==> src/rtl/gcd_arbiter_if.sv <==
`default_nettype none
// +----------------------------------------------------------------------+
// | Module   : gcd_arbiter_if                                            |
// | Purpose  : Bundles the client request bus, the tagged response port  |
// |            and the 4-phase core link used by gcd_arbiter.            |
// | Modports : slave  - arbiter view (drives cl_ready, rsp_*, busy,      |
// |                     core_req, core_ab)                               |
// |            master - environment view (clients, response consumer,    |
// |                     and the shared gcd core)                         |
// | Signals  : cl_valid/cl_ready   per-client request handshake          |
// |            cl_a/cl_b           packed operands, client i at [i*W+:W] |
// |            rsp_valid/rsp_ready response handshake, rsp_id/rsp_c data |
// |            busy                arbiter not idle                      |
// |            core_req/core_ab    request and operand bus to the core   |
// |            core_ack/core_c     acknowledge and result from the core  |
// | Revision : 1.0 - initial release                                     |
// +----------------------------------------------------------------------+
interface gcd_arbiter_if #(
  parameter int NUM_CLIENTS = 4,
  parameter int W           = 16,
  parameter int IDW         = 2
);
  logic [NUM_CLIENTS-1:0]   cl_valid;
  logic [NUM_CLIENTS-1:0]   cl_ready;
  logic [NUM_CLIENTS*W-1:0] cl_a;
  logic [NUM_CLIENTS*W-1:0] cl_b;
  logic                     rsp_valid;
  logic                     rsp_ready;
  logic [IDW-1:0]           rsp_id;
  logic [W-1:0]             rsp_c;
  logic                     busy;
  logic                     core_req;
  logic [W-1:0]             core_ab;
  logic                     core_ack;
  logic [W-1:0]             core_c;

  modport slave (
    input  cl_valid, cl_a, cl_b, rsp_ready, core_ack, core_c,
    output cl_ready, rsp_valid, rsp_id, rsp_c, busy, core_req, core_ab
  );

  modport master (
    output cl_valid, cl_a, cl_b, rsp_ready, core_ack, core_c,
    input  cl_ready, rsp_valid, rsp_id, rsp_c, busy, core_req, core_ab
  );
endinterface
`default_nettype wire

==> src/rtl/gcd_arbiter.sv <==
`default_nettype none
// +----------------------------------------------------------------------+
// | Module   : gcd_arbiter                                               |
// | Purpose  : Round-robin front end that shares one 4-phase gcd core    |
// |            among NUM_CLIENTS requesters. A granted (A, B) pair is    |
// |            serialised onto the core's AB bus (A first, then B), and  |
// |            the result is returned tagged with the client index.      |
// | Ports    : clk    - clock                                            |
// |            reset  - asynchronous reset, active-high                  |
// |            bus    - gcd_arbiter_if.slave (client requests, tagged    |
// |                     response, core req/ack link, busy)               |
// | Params   : NUM_CLIENTS (2..8), W operand width, IDW = clog2(clients) |
// | Options  : GCD_ARB_ZERO_BYPASS_EN - when defined, a request with a   |
// |            zero operand skips the core and answers A|B directly.     |
// | Revision : 1.0 - initial release                                     |
// +----------------------------------------------------------------------+
module gcd_arbiter #(
  parameter int NUM_CLIENTS = 4,
  parameter int W           = 16,
  parameter int IDW         = 2
) (
  input  logic                clk,
  input  logic                reset,
  gcd_arbiter_if.slave        bus
);

  typedef enum logic [2:0] {
    IDLE   = 3'd0,
    SEND_A = 3'd1,
    DROP_A = 3'd2,
    SEND_B = 3'd3,
    DROP_C = 3'd4,
    RESP   = 3'd5
  } state_t;

  // Pointer starts on the last client so client 0 wins the first arbitration.
  localparam logic [IDW-1:0] C_LAST_INIT = IDW'(NUM_CLIENTS - 1);

  state_t                  r_state;
  logic [IDW-1:0]          r_last;
  logic [IDW-1:0]          r_id;
  logic [W-1:0]            r_b;
  logic [NUM_CLIENTS-1:0]  r_cl_ready;
  logic                    r_rsp_valid;
  logic [W-1:0]            r_rsp_c;
  logic                    r_busy;
  logic                    r_core_req;
  logic [W-1:0]            r_core_ab;

  logic [W-1:0]            w_a [NUM_CLIENTS];
  logic [W-1:0]            w_b [NUM_CLIENTS];
  logic                    w_hi_any;
  logic [IDW-1:0]          w_hi_idx;
  logic                    w_lo_any;
  logic [IDW-1:0]          w_lo_idx;
  logic                    w_grant_any;
  logic [IDW-1:0]          w_grant_idx;
  logic [W-1:0]            w_grant_a;
  logic [W-1:0]            w_grant_b;
  logic                    w_bypass;

  // Unpack the flat operand buses into per-client words.
  generate
    for (genvar gi = 0; gi < NUM_CLIENTS; gi++) begin : g_unpack
      assign w_a[gi] = bus.cl_a[gi*W +: W];
      assign w_b[gi] = bus.cl_b[gi*W +: W];
    end
  endgenerate

  // Round-robin search split in two halves: the lowest requester above the
  // pointer wins; if there is none, the search wraps to the lowest requester
  // overall (which is then at or below the pointer). Loops run downwards so
  // the last write, i.e. the lowest index, takes effect.
  always_comb begin
    w_hi_any = 1'b0;
    w_hi_idx = '0;
    w_lo_any = 1'b0;
    w_lo_idx = '0;
    for (int i = NUM_CLIENTS - 1; i >= 0; i--) begin
      if (bus.cl_valid[i]) begin
        w_lo_any = 1'b1;
        w_lo_idx = IDW'(i);
        if (i > int'(r_last)) begin
          w_hi_any = 1'b1;
          w_hi_idx = IDW'(i);
        end
      end
    end
  end

  assign w_grant_any = w_lo_any;
  assign w_grant_idx = w_hi_any ? w_hi_idx : w_lo_idx;
  assign w_grant_a   = w_a[w_grant_idx];
  assign w_grant_b   = w_b[w_grant_idx];

`ifdef GCD_ARB_ZERO_BYPASS_EN
  // gcd(0, x) = x and gcd(0, 0) = 0, so a zero operand is answered locally;
  // the core would never terminate on it.
  assign w_bypass = (w_grant_a == '0) || (w_grant_b == '0);
`else
  assign w_bypass = 1'b0;
`endif

  // Controller: every output is a register updated here, so the core link
  // never sees combinational paths from core_ack back to core_req.
  always_ff @(posedge clk or posedge reset) begin
    if (reset) begin
      r_state     <= IDLE;
      r_last      <= C_LAST_INIT;
      r_id        <= '0;
      r_b         <= '0;
      r_cl_ready  <= '0;
      r_rsp_valid <= 1'b0;
      r_rsp_c     <= '0;
      r_busy      <= 1'b0;
      r_core_req  <= 1'b0;
      r_core_ab   <= '0;
    end else begin
      // Accept strobe is a single-cycle pulse.
      r_cl_ready <= '0;

      case (r_state)
        IDLE: begin
          if (w_grant_any) begin
            r_cl_ready <= NUM_CLIENTS'(1) << w_grant_idx;
            r_id       <= w_grant_idx;
            r_last     <= w_grant_idx;
            r_b        <= w_grant_b;
            r_busy     <= 1'b1;
            if (w_bypass) begin
              r_rsp_c     <= w_grant_a | w_grant_b;
              r_rsp_valid <= 1'b1;
              r_state     <= RESP;
            end else begin
              r_core_req <= 1'b1;
              r_core_ab  <= w_grant_a;
              r_state    <= SEND_A;
            end
          end
        end

        SEND_A: begin
          if (bus.core_ack) begin
            r_core_req <= 1'b0;
            r_state    <= DROP_A;
          end
        end

        // req only rises again once ack has been seen low, which keeps the
        // 4-phase return-to-zero intact.
        DROP_A: begin
          if (!bus.core_ack) begin
            r_core_req <= 1'b1;
            r_core_ab  <= r_b;
            r_state    <= SEND_B;
          end
        end

        // The second ack marks completion; core_c is valid on that cycle.
        SEND_B: begin
          if (bus.core_ack) begin
            r_rsp_c    <= bus.core_c;
            r_core_req <= 1'b0;
            r_state    <= DROP_C;
          end
        end

        DROP_C: begin
          if (!bus.core_ack) begin
            r_rsp_valid <= 1'b1;
            r_state     <= RESP;
          end
        end

        RESP: begin
          if (bus.rsp_ready) begin
            r_rsp_valid <= 1'b0;
            r_busy      <= 1'b0;
            r_state     <= IDLE;
          end
        end

        default: begin
          r_rsp_valid <= 1'b0;
          r_busy      <= 1'b0;
          r_core_req  <= 1'b0;
          r_state     <= IDLE;
        end
      endcase
    end
  end

  assign bus.cl_ready  = r_cl_ready;
  assign bus.rsp_valid = r_rsp_valid;
  assign bus.rsp_id    = r_id;
  assign bus.rsp_c     = r_rsp_c;
  assign bus.busy      = r_busy;
  assign bus.core_req  = r_core_req;
  assign bus.core_ab   = r_core_ab;

endmodule
`default_nettype wire

==> src/flat_wrapper.sv <==
// flat-port wrapper written by rule: the top's interface ports become plain ports
module gcd_arbiter_flat 
#(
  parameter int NUM_CLIENTS = 4,
  parameter int W           = 16,
  parameter int IDW         = 2
)
  (clk, reset, bus_cl_valid, bus_cl_a, bus_cl_b, bus_rsp_ready, bus_core_ack, bus_core_c, bus_cl_ready, bus_rsp_valid, bus_rsp_id, bus_rsp_c, bus_busy, bus_core_req, bus_core_ab);
  gcd_arbiter_if #(.NUM_CLIENTS(NUM_CLIENTS), .W(W), .IDW(IDW)) bus_i ();
  input  logic clk;
  input  logic reset;
  input wire logic [$bits(bus_i.cl_valid)-1:0] bus_cl_valid;
  input wire logic [$bits(bus_i.cl_a)-1:0] bus_cl_a;
  input wire logic [$bits(bus_i.cl_b)-1:0] bus_cl_b;
  input wire logic [$bits(bus_i.rsp_ready)-1:0] bus_rsp_ready;
  input wire logic [$bits(bus_i.core_ack)-1:0] bus_core_ack;
  input wire logic [$bits(bus_i.core_c)-1:0] bus_core_c;
  output wire logic [$bits(bus_i.cl_ready)-1:0] bus_cl_ready;
  output wire logic [$bits(bus_i.rsp_valid)-1:0] bus_rsp_valid;
  output wire logic [$bits(bus_i.rsp_id)-1:0] bus_rsp_id;
  output wire logic [$bits(bus_i.rsp_c)-1:0] bus_rsp_c;
  output wire logic [$bits(bus_i.busy)-1:0] bus_busy;
  output wire logic [$bits(bus_i.core_req)-1:0] bus_core_req;
  output wire logic [$bits(bus_i.core_ab)-1:0] bus_core_ab;
  assign bus_i.cl_valid = bus_cl_valid;
  assign bus_i.cl_a = bus_cl_a;
  assign bus_i.cl_b = bus_cl_b;
  assign bus_i.rsp_ready = bus_rsp_ready;
  assign bus_i.core_ack = bus_core_ack;
  assign bus_i.core_c = bus_core_c;
  assign bus_cl_ready = bus_i.cl_ready;
  assign bus_rsp_valid = bus_i.rsp_valid;
  assign bus_rsp_id = bus_i.rsp_id;
  assign bus_rsp_c = bus_i.rsp_c;
  assign bus_busy = bus_i.busy;
  assign bus_core_req = bus_i.core_req;
  assign bus_core_ab = bus_i.core_ab;
  gcd_arbiter #(.NUM_CLIENTS(NUM_CLIENTS), .W(W), .IDW(IDW)) u_core (.clk(clk), .reset(reset), .bus(bus_i));
endmodule
==> config.mk <==
export PLATFORM = sky130hd
export DESIGN_NAME = gcd_arbiter_flat
export DESIGN_NICKNAME = d
export VERILOG_FILES = /design/src/rtl/gcd_arbiter_if.sv /design/src/rtl/gcd_arbiter.sv /design/src/flat_wrapper.sv
export SDC_FILE = /design/constraint.sdc
export NUM_CORES = 1
export LEC_CHECK = 0
export BUFFER_PORTS_ARGS = -buffer_cell sky130_fd_sc_hd__buf_2
export CORE_ASPECT_RATIO = 0.9
export CORE_UTILIZATION = 45
export CTS_CLUSTER_SIZE = 40
export DETAILED_ROUTE_END_ITERATION = 10
export GPL_TIMING_DRIVEN = 1
export HOLD_SLACK_MARGIN = 0.06
export PLACE_DENSITY = 0.81
export SLEW_MARGIN = 20
export SYNTH_ARGS = -nofsm -noshare
export SYNTH_HDL_FRONTEND = slang
export SYNTH_SLANG_ARGS = --single-unit
export TNS_END_PERCENT = 10
==> constraint.sdc <==
create_clock -name clk -period 6 [get_ports clk]
set_input_delay 0.9 -clock clk [delete_from_list [all_inputs] [get_ports clk]]
set_output_delay 0.9 -clock clk [all_outputs]
set_load 0.01 [all_outputs]
# == Yosys cells after proc, flatten, opt, wreduce, memory -nomap -nowiden ==
# Index checks and enable logic that the tools add are counted.
# Widths: inputs -> output; s select.
# classes
magnitude_cmp,4
eq_ne,12
n_shift,1
muxes,46
bitwise,4
reduce_logical,13
# ops
op,n
$mux 16,6
$bmux 16 s2,2
$pmux 16 s2,1
$mux 2,11
$mux 3,6
$pmux 3 s6,1
$mux 1,14
$ne 2x2->1 const B,5
$reduce_and 3->1,3
$mux 4,2
$reduce_or 4->1,2
$eq 3x2->1 const B,2
$eq 3x3->1 const B,2
$pmux 1 s3,2
$reduce_and 6->1,1
$gt 2x2->1 const A,2
$ne 2x1->1 const B,2
$pmux 1 s4,1
$reduce_and 2->1,2
$reduce_and 4->1,1
$reduce_or 2->1,2
$shl 1x2->4 const A,1
$eq 3x1->1 const B,1
$ge 3x3->1 const B,1
5 further kinds,7
# word_totals
regBits,62
inputBits,152
out_inout_bits,41

# == Depth between registers and ports, before layout ==
# Gate-level depths: netlist of the first run.
# logic_depth
depth_word,14
depth_mapped,8
ltp_nobuf,5

# == Least setup slack after synthesis of the first run ==
# OpenSTA, ideal clock, no wires.
# synth_path
kind,input to register
start,in bus_cl_valid[3]
end,"reg u_core.r_core_ab[0], in the netlist u_core.bus.core_ab[0]"
setup_ps,94
arrival_ps,2277
required_time_ps,5906
path_slack_ps,3630
stages,7
n_path_buf,2
cell_sequence,buf_6 mux2i_1 o22ai_2 a21oi_4 buf_6 mux2_4 a221oi_2
# synth_via
elab_chain_cells,12
word_cells_on_any_way,27
cone_classes,eq/ne (1); mux (24); bitwise (1); reduce/logical (1)
# synth_rtl
item,line_no,text
from (decl),flat_wrapper.sv:12,input wire logic [$bits(bus_i.cl_valid)-1:0] bus_cl_valid;
$mux 2 or $mux 1 (tied branches),gcd_arbiter.sv:80,if (bus.cl_valid[i]) begin
$mux 2 or $mux 1 (tied branches),gcd_arbiter.sv:83,if (i > int'(r_last)) begin
$mux 2 or $mux 1 (tied branches),gcd_arbiter.sv:80,
$mux 2 or $mux 1 (tied branches),gcd_arbiter.sv:83,
$mux 2 or $mux 1 (tied branches),gcd_arbiter.sv:80,
$mux 2,gcd_arbiter.sv:92,assign w_grant_idx = w_hi_any ? w_hi_idx : w_lo_idx;
$not 2->3 (implied by the code),gcd_arbiter.sv:93,assign w_grant_a = w_a[w_grant_idx];
$bmux 16 s2,gcd_arbiter.sv:93,
$mux 16 (implied by the code) (2 in a row),gcd_arbiter.sv:93,
$mux 16,gcd_arbiter.sv:124,if (w_grant_any) begin
$pmux 16 s2,gcd_arbiter.sv:122,case (r_state)
to (signal assigned),gcd_arbiter.sv:136,r_core_ab <= w_grant_a;
to (signal assigned),gcd_arbiter.sv:154,r_core_ab <= r_b;
to (decl),gcd_arbiter.sv:48,logic [W-1:0] r_core_ab;
# Several ways; a longest one is shown, not always the timed one. The select of a mux whose other input is x is not followed.
# A chain may end at the register's enable or synchronous reset.

# == Worst setup path in the final report of the first run ==
# layout_path
start,in bus_cl_valid[3]
end,"reg u_core.r_core_ab[7], in the netlist u_core.bus.core_ab[7]"
# Same word-level chain as after synthesis.

==> metrics.cfg, run 1 <==
[global_route]
track_usage_pct = 24.3
grt.met3_usage_pct = 5.73
grt_pass1_wl_um = 16600
met2_usage_pct = 43.6
overflow = 0
first_global_vias = 3506
use_met1_pct = 29.3
busiest_layer = met2
antenna_found_initial = 0
grt_max_degree = 63

[placed_design]
hpwl_um = 7900
io_buffers = 192
gp_congestion = 0.824
placed_area_um2 = 4740
dp_slack_ns = 2.93

[cells_and_area]
n_antenna_cell = 0
fin_nets = 711
design_area_um2 = 4970
drive_above_1_share_pct = 48.2
syn2layout_area_growth_pct = 29.4
post-route-util_pct = 61.0

[sta]
finalSetupViolations = 0
skew_ns = 0.0101
fmax_mhz = 386
tightest_slew_ns = 0.951
relSlewSlack_pct = 36.6
hold_violations = 0
setup_ws_ns = 3.41
rsz0062_at_grt = false
fin_crit_ns = 2.59
slew_viol_final = 0
fin_crit_sh_pct = 43.2
setup_tns_ns = 0

[synthesis]
yosys_most_used_dff = dfrtp_1
yosys-top-cells-area = dfrtp_1, mux2_2, a221oi_1
yosysWarnings = 0
synth_top_area_share_pct = 39.1
synth_top_cell_by_area = dfrtp_1
ys_ff_latch = 62
avgSynthCellArea_um2 = 9.95
syn_inst = 386
synth-edff-count = 0
ys_top_cells_by_count = dfrtp_1, nand2_1, nor2_1
async_reset_ff_share_pct = 100
synth_nets = 538
synthDistinctLibCells = 43
synth_area_um2 = 3840
ys_seq_area_share_pct = 40.5

[clock_tree]
clock_sinks = 62
path_clk_slew_ns = 0.07
cts_resized = 0
holdBufCountCts = 0
numCtsBuffers = 9
ctsRootBufferMaster = clkbuf_8
h-tree-depth = 3
cts_tree = yes
post-cts-setup-buffer-count = 0
clockBufferDepth = 2
clk_latency_ns = 0.34

[pwr]
p_total_mw = 2.49
power.density_nw_per_um2 = 502
vdd_drop_max_mv = 0.323
leakagePower_nw = 2.43

[worst_setup_path]
setup.worst_path.class = input pin to register
reg2reg_depth = 6
crit_path_start_kind = input pin
arrival_ns = 2.82
endpoint_kind = register
path_max_fanout = 24
crit_required_ns = 6.23

[floorplan]
core-area_um2 = 8150
die-height_um = 89.6
io_pins = 193
die-area_um2 = 8910
die_w_um = 99.4
core.rowCount = 31
start_util_pct = 47.1

[routing]
vias = 3691
antenna_left = 0
drc = 0
wl_per_cell_um = 16.4
first_pass_iters = 4
vias_per_cell = 5.57
first_iter_violations = 95
routed_wl_um = 10900

[hold_path]
hold_path_depth = 1
hp-class = register to register

[run_status]
status = finished clean

[flow_run]
maxCapViolCount = 0

[report_power, final]
group	leakage [nW]	internal [mW]	total [mW]	switching, mW
sequential	0.716	0.634	0.809	0.175
combinational	1.62	0.621	1.31	0.693
clock	0.0955	0.203	0.371	0.168
total	2.43	1.46	2.49	1.04
[worst paths after layout]
path                                       from                     end  slack [ns]
max                             bus_cl_valid[3]   u_core.bus.core_ab[7]        3.41
min                        u_core.bus.rsp_id[1]    u_core.bus.rsp_id[1]        0.49
max reg2reg                    u_core.r_last[1]  u_core.bus.core_ab[12]        3.48
min reg2reg                u_core.bus.rsp_id[1]    u_core.bus.rsp_id[1]        0.49
max in group asynchronous                 reset           u_core.r_b[9]        4.69
min in group asynchronous                 reset  u_core.bus.core_ab[11]        0.77
[critical path, stage by stage]
cell and delay (ns):
buf_2 0.17, a2bb2oi_2 0.17, o22ai_1 0.17, and2_1 0.77
a221oi_1 0.27, a221oi_1 0.34
[sequential cells by signal (all words and copies together) (netlist names)]
name and count:
u_core.bus.busy 1, u_core.bus.cl_ready 4, u_core.bus.core_ab 16, u_core.bus.core_req 1, u_core.bus.rsp_c 16, u_core.bus.rsp_id 2
u_core.bus.rsp_valid 1, u_core.r_b 16, u_core.r_last 2, u_core.r_state 3
[cell usage in the layout (no fill, tap or decap), types with 2 or more instances in the layout]
cell / n
a21o_1: 4
a221oi_1: 27
mux2_2: 27
inv_1: 4
dfstp_2: 2
nor4_2: 2
mux2i_1: 2
a221o_1: 11
mux2_4: 10
o21ai_0: 2
buf_4: 4
nand2_1: 60
o21a_1: 3
and3_1: 13
clkinvlp_4: 2
o22ai_1: 3
nand2b_1: 2
buf_2: 192
o32a_1: 11
nor2_1: 44
a221oi_2: 10
a21oi_1: 12
clkbuf_8: 10
dfrtp_1: 60
nor3_1: 3
and2_1: 3
nor2b_1: 20
[through the flow]
step	hold WS [ns]	instances
final	0.486	663
after global routing	0.503	663
after CTS	0.489	662
after detailed placement	0.474	646
after global placement	0.467	646
after floorplan	0.471	386
[kinds of logic after synthesis]
group                     Yosys count  share of synthesized area [%]
and+or+nand+nor                   152                           18.6
AOI/OAI and AO/OA                  92                           22.2
DFF                                62                           40.5
buffers and inverters              40                           6.19
muxes                              39                           12.3
xor gates and xnor gates            1                          0.228
[area by class of cell]
cell class              instances  area, um^2
clock buffers                  11         141
flip-flops and latches         62        1550
clock inverters                 5        58.8
inverters                       5        18.8
multi-input cells             284        2050
well taps                      99         124
fillers                       695        3180
repair buffers                197        1020
[routing by layer]
layer	up-vias	wire, um
met5	-	0
met3	17	654
met2	141	5490
li1	1759	-
met4	0	168
met1	1774	4590
Power figures use the tool's default switching activity.
==> inputs of run 2 (changes only) <==
clock period = 2.4 ns   (was 6 ns; I/O delays follow)
==> run 2 against run 1 <==
Worst hold slack got worse by 0.42 ns. Clock power increased to 2.6 times the previous value. Critical path type is now register to register. Critical endpoint is now u_core.bus.core_ab[13]. Largest cell class unchanged. Register-to-register slack got worse by 3.3 ns. Clock skew hardly changed. Core utilization is 2.4 points higher.
==> metrics.cfg, run 2 (synthesized netlist as in run 1, its figures left out) <==
[cells_and_area]
final_common_cell = buf_2
n_fill_cell = 728
fin_nets = 727
drive_above_1_share_pct = 50.0
design_area_um2 = 5170
mostFrequentLayoutCells = buf_2, nand2_1, dfrtp_1
syn2layout_area_growth_pct = 34.6
post-route-util_pct = 63.4
n_antenna_cell = 0

[worst_setup_path]
crit_path_start_kind = register
max_stage_delay_ns = 0.55
arrival_ns = 2.50
endpoint_kind = register
crit_path_top_delay_cell = dfstp_2
crit_required_ns = 2.64
setup.worst_path.class = register to register
path_max_fanout = 11
crit_chain = buf_4 > mux2i_2 > o22ai_2 > a21oi_4 > buf_4 > clkbuf_16 > mux2_4 > a221oi_2
cpMostUsedCell = buf_4

[sta]
fin_crit_sh_pct = 94.2
rsz0062_at_grt = false
fin_crit_ns = 2.26
tightest_slew_ns = 0.954
skew_ns = 0.00976
finalSetupViolations = 0
relSlewSlack_pct = 36.4
slew_viol_final = 0
setup_ws_ns = 0.139
setup_tns_ns = 0
hold_violations = 0
fmax_mhz = 442

[pwr]
seqPwrFrac_pct = 29.7
pwr-share-clk_pct = 14.6
vdd_drop_max_mv = 0.725
leakagePower_nw = 2.54
internal_power_mw = 3.87
p_sw_mw = 2.64
p_total_mw = 6.51
sw_frac_of_total_pct = 40.6
power.density_nw_per_um2 = 1260
power_frac_comb_pct = 55.8

[floorplan]
core.rowCount = 31
io_pins = 193
start_util_pct = 47.1
die-height_um = 89.6
die-area_um2 = 8910
core-area_um2 = 8150
die_w_um = 99.4

[clock_tree]
numCtsBuffers = 9
path_clk_slew_ns = 0.07
clockBufferDepth = 2
clk_latency_ns = 0.33
cts_tree = yes
h-tree-depth = 3
clock_sinks = 62
ctsRootBufferMaster = clkbuf_8

[placed_design]
dp_slack_ns = 0.111
placed_area_um2 = 4890
hpwl_um = 8310
io_buffers = 192
gp_congestion = 0.827

[routing]
antenna_left = 0
first_iter_violations = 165
first_pass_iters = 4
drc = 0
top_layer = met4
wl_met2_um = 5360
vias = 3754
met1_length_um = 4920
met3_wirelength_um = 866
vias_per_cell = 5.53
routed_wl_um = 11400
wl_per_cell_um = 16.7

[global_route]
first_global_vias = 3616
antenna_found_initial = 0
grt_pass1_wl_um = 17300
grt_max_degree = 49
overflow = 0
track_usage_pct = 24.9

[flow_run]
maxCapViolCount = 0

[run_status]
status = finished clean

[hold_path]
hp-class = input pin to asynchronous set/reset pin

[run 2: metal layers]
layer | global-route usage [%] | vias up
met4 | 8.02 | 0
met2 | 42.5 | 168
li1 | - | 1800
met1 | 31.6 | 1770
met3 | 6.35 | 16
met5 | 0 | -
[run 2: power groups by stage]
stage	clock network, mW	registers [mW]	logic [mW]
4_1_cts	0.979	1.93	3.54
6_report	0.948	1.93	3.63
2_1_floorplan	0	1.99	2.45
3_5_place_dp	0	1.95	3.52
5_1_grt	1.02	2.00	3.99
3_3_place_gp	0	1.92	3.41
[run 2: worst paths after layout]
check,startpoint,end,slack (ns),cells after the start
worst max-delay path,u_core.r_last[1],u_core.bus.core_ab[13],0.14,8
min in group clk,bus_core_c[15],u_core.bus.rsp_c[15],0.25,2
worst min-delay path,reset,u_core.bus.core_ab[12],0.06,2
worst min register to register,u_core.bus.rsp_id[1],u_core.bus.rsp_id[1],0.49,1
worst max register to register,u_core.r_last[1],u_core.bus.core_ab[13],0.14,8
max in group asynchronous,reset,u_core.r_last[1],1.66,3
[run 2: worst max-delay path, delay by kind of cell (launching register included)]
| kind | cells | cell delay (ns) |
|---|---|---|
| compound gates | 3 | 0.55 |
| mux | 2 | 0.55 |
| flops | 1 | 0.55 |
| buf+inv | 3 | 0.51 |
[run 2: what timing repair did]
item                       in CTS  in global routing
hold buffers                    0                  0
setup endpoints to repair       0                  1
hold endpoints to repair        0                  0
buffers inserted                0                  2
gates resized for setup         0                  1
[run 2: final cells by class]
class,instances,area (um^2),area share [%]
repair buffers,213,1200,23.3
well taps,99,124,2.40
flip-flops and latches,62,1550,30.1
clock buffers,11,151,2.93
inverters,5,18.8,0.363
clock inverters,5,57.6,1.11
multi-input cells,284,2060,39.8
[run 2: through the flow]
| step | hold slack, ns | std cells |
|---|---|---|
| after floorplan | 0.470 | 386 |
| after global placement | 0.432 | 659 |
| after detailed placement | 0.438 | 659 |
| after CTS | 0.0636 | 675 |
| after global routing | 0.0921 | 679 |
| final | 0.0643 | 679 |
==> inputs of run 3 (changes only) <==
CORE_UTILIZATION = 36   (was 45)
PLACE_DENSITY = 0.68   (was 0.81)
==> run 3 against run 2 <==
Die area rose by 24%. Combinational power is 5% lower. Via count decreased by 0.72%. Total power up 2.3%. Critical endpoint is now u_core.r_b[4]. Largest power group unchanged. Highest routed layer unchanged.
==> metrics.cfg, run 3 (synthesized netlist as in run 1, its figures left out) <==
[cells_and_area]
mostFrequentLayoutCells = buf_2, nand2_1, dfrtp_1
n_fill_cell = 949
syn2layout_area_growth_pct = 35.2
final_common_cell = buf_2
drive_above_1_share_pct = 49.0
layout.cells.non_filler = 704
fin_nets = 722
n_antenna_cell = 0

[routing]
routed_wl_um = 11600
wl_per_cell_um = 16.4
first_iter_violations = 151
vias_per_cell = 5.29
antenna_left = 0
vias = 3727
drc = 0
first_pass_iters = 5

[clock_tree]
ctsRootBufferMaster = clkbuf_16
post-cts-setup-buffer-count = 0
clockBufferDepth = 2
holdBufCountCts = 0
h-tree-depth = 3
clk_latency_ns = 0.32
path_clk_slew_ns = 0.06
numCtsBuffers = 9
cts_resized = 0
cts_tree = yes
clock_sinks = 62

[flow_run]
maxCapViolCount = 0

[sta]
setup_tns_ns = 0
rsz0062_at_grt = false
slew_viol_final = 0
relSlewSlack_pct = 43.4
skew_ns = 0.00521
hold_ws_ns = 0.0654
hold_violations = 0
tightest_slew_ns = 0.845
fin_crit_ns = 2.21
finalSetupViolations = 0
fin_crit_sh_pct = 92.1
fmax_mhz = 453

[floorplan]
die-height_um = 100
start_util_pct = 37.3
io_pins = 193
core.rowCount = 35
die_w_um = 111
core-area_um2 = 10300
die-area_um2 = 11100

[worst_setup_path]
crit_path_top_delay_cell = dfstp_2
crit_chain = buf_4 > mux2i_1 > o22ai_2 > a21oi_4 > buf_4 > buf_4 > nor2_1 > o32a_1
setup.worst_path.class = register to register
crit_path_start_kind = register
cpMostUsedCell = buf_4
max_stage_delay_ns = 0.55
path_max_fanout = 14
crit_required_ns = 2.60
endpoint_kind = register
reg2reg_depth = 8
arrival_ns = 2.41

[pwr]
power.density_nw_per_um2 = 1280
vdd_drop_max_mv = 0.633
leakagePower_nw = 2.54

[global_route]
overflow = 0
track_usage_pct = 20.8
first_global_vias = 3787
antenna_found_initial = 0
grt_max_degree = 49
grt_pass1_wl_um = 18300

[run_status]
status = finished clean

[hold_path]
hp-class = input pin to asynchronous set/reset pin

[placed_design]
place_inst = 688
gp_congestion = 0.826
hpwl_um = 8670
io_buffers = 192

[run 3: cell count changes in the layout (fill, tap and decap cells not counted), moves of 2 or more]
cell and change:
clkbuf_16 +7, clkinv_2 +3, clkbuf_1 +2, clkinvlp_4 -3, buf_4 -2, clkbuf_8 -11
[run 3: layout make-up]
cell class | count | area, um^2 | share of cell area [%]
multi-input cells | 284 | 2050 | 39.6
flip-flops and latches | 62 | 1550 | 29.9
repair buffers | 208 | 1120 | 21.6
clock buffers | 11 | 233 | 4.48
well taps | 129 | 161 | 3.11
clock inverters | 5 | 50.0 | 0.964
inverters | 5 | 18.8 | 0.362
[run 3: per-stage QoR]
| stage | total power [mW] | util (%) | worst slack (ns) | area, um^2 |
|---|---|---|---|---|
| after floorplan | 4.43 | - | 0.331 | 3840 |
| after global placement | 5.34 | 47.7 | 0.149 | 4910 |
| after detailed placement | 5.46 | 47.7 | 0.146 | 4910 |
| after CTS | 6.75 | 50.4 | 0.172 | 5190 |
| after global routing | 7.16 | 50.4 | 0.0388 | 5190 |
| final | 6.66 | 50.4 | 0.190 | 5190 |
[run 3: where the power goes]
group | total [mW] | switching, mW | internal [mW] | leakage [nW]
Clock | 1.25 | 0.453 | 0.796 | 0.143
Combinational | 3.46 | 1.81 | 1.65 | 1.68
Sequential | 1.94 | 0.357 | 1.59 | 0.716
Total | 6.66 | 2.62 | 4.04 | 2.54
[run 3: final timing paths]
kind	startpoint	slack (ns)	end
setup / recovery	u_core.r_last[1]	0.19	u_core.r_b[4]
hold / removal	reset	0.07	u_core.bus.core_ab[11]
setup reg to reg	u_core.r_last[1]	0.19	u_core.r_b[4]
hold reg to reg	u_core.bus.rsp_id[1]	0.48	u_core.bus.rsp_id[1]
max in group asynchronous	reset	1.67	u_core.r_last[1]
min in group clk	bus_core_c[9]	0.27	u_core.bus.rsp_c[9]
[run 3: worst max-delay path: cells and delay by family, from the launching register on]
family | cells | cell delay (ns)
buffers and inverters | 3 | 0.64
and+or+nand+nor | 1 | 0.06
muxes | 1 | 0.23
DFF | 1 | 0.55
AOI/OAI and AO/OA | 3 | 0.62
[run 3: metal layers]
metal,vias to the layer above,share of wire [%],GRT usage [%]
met5,-,0,0
met4,0,0.77,5.03
met3,9,8.4,6.94
met2,156,50,36.2
met1,1766,41,24.9
li1,1796,-,-
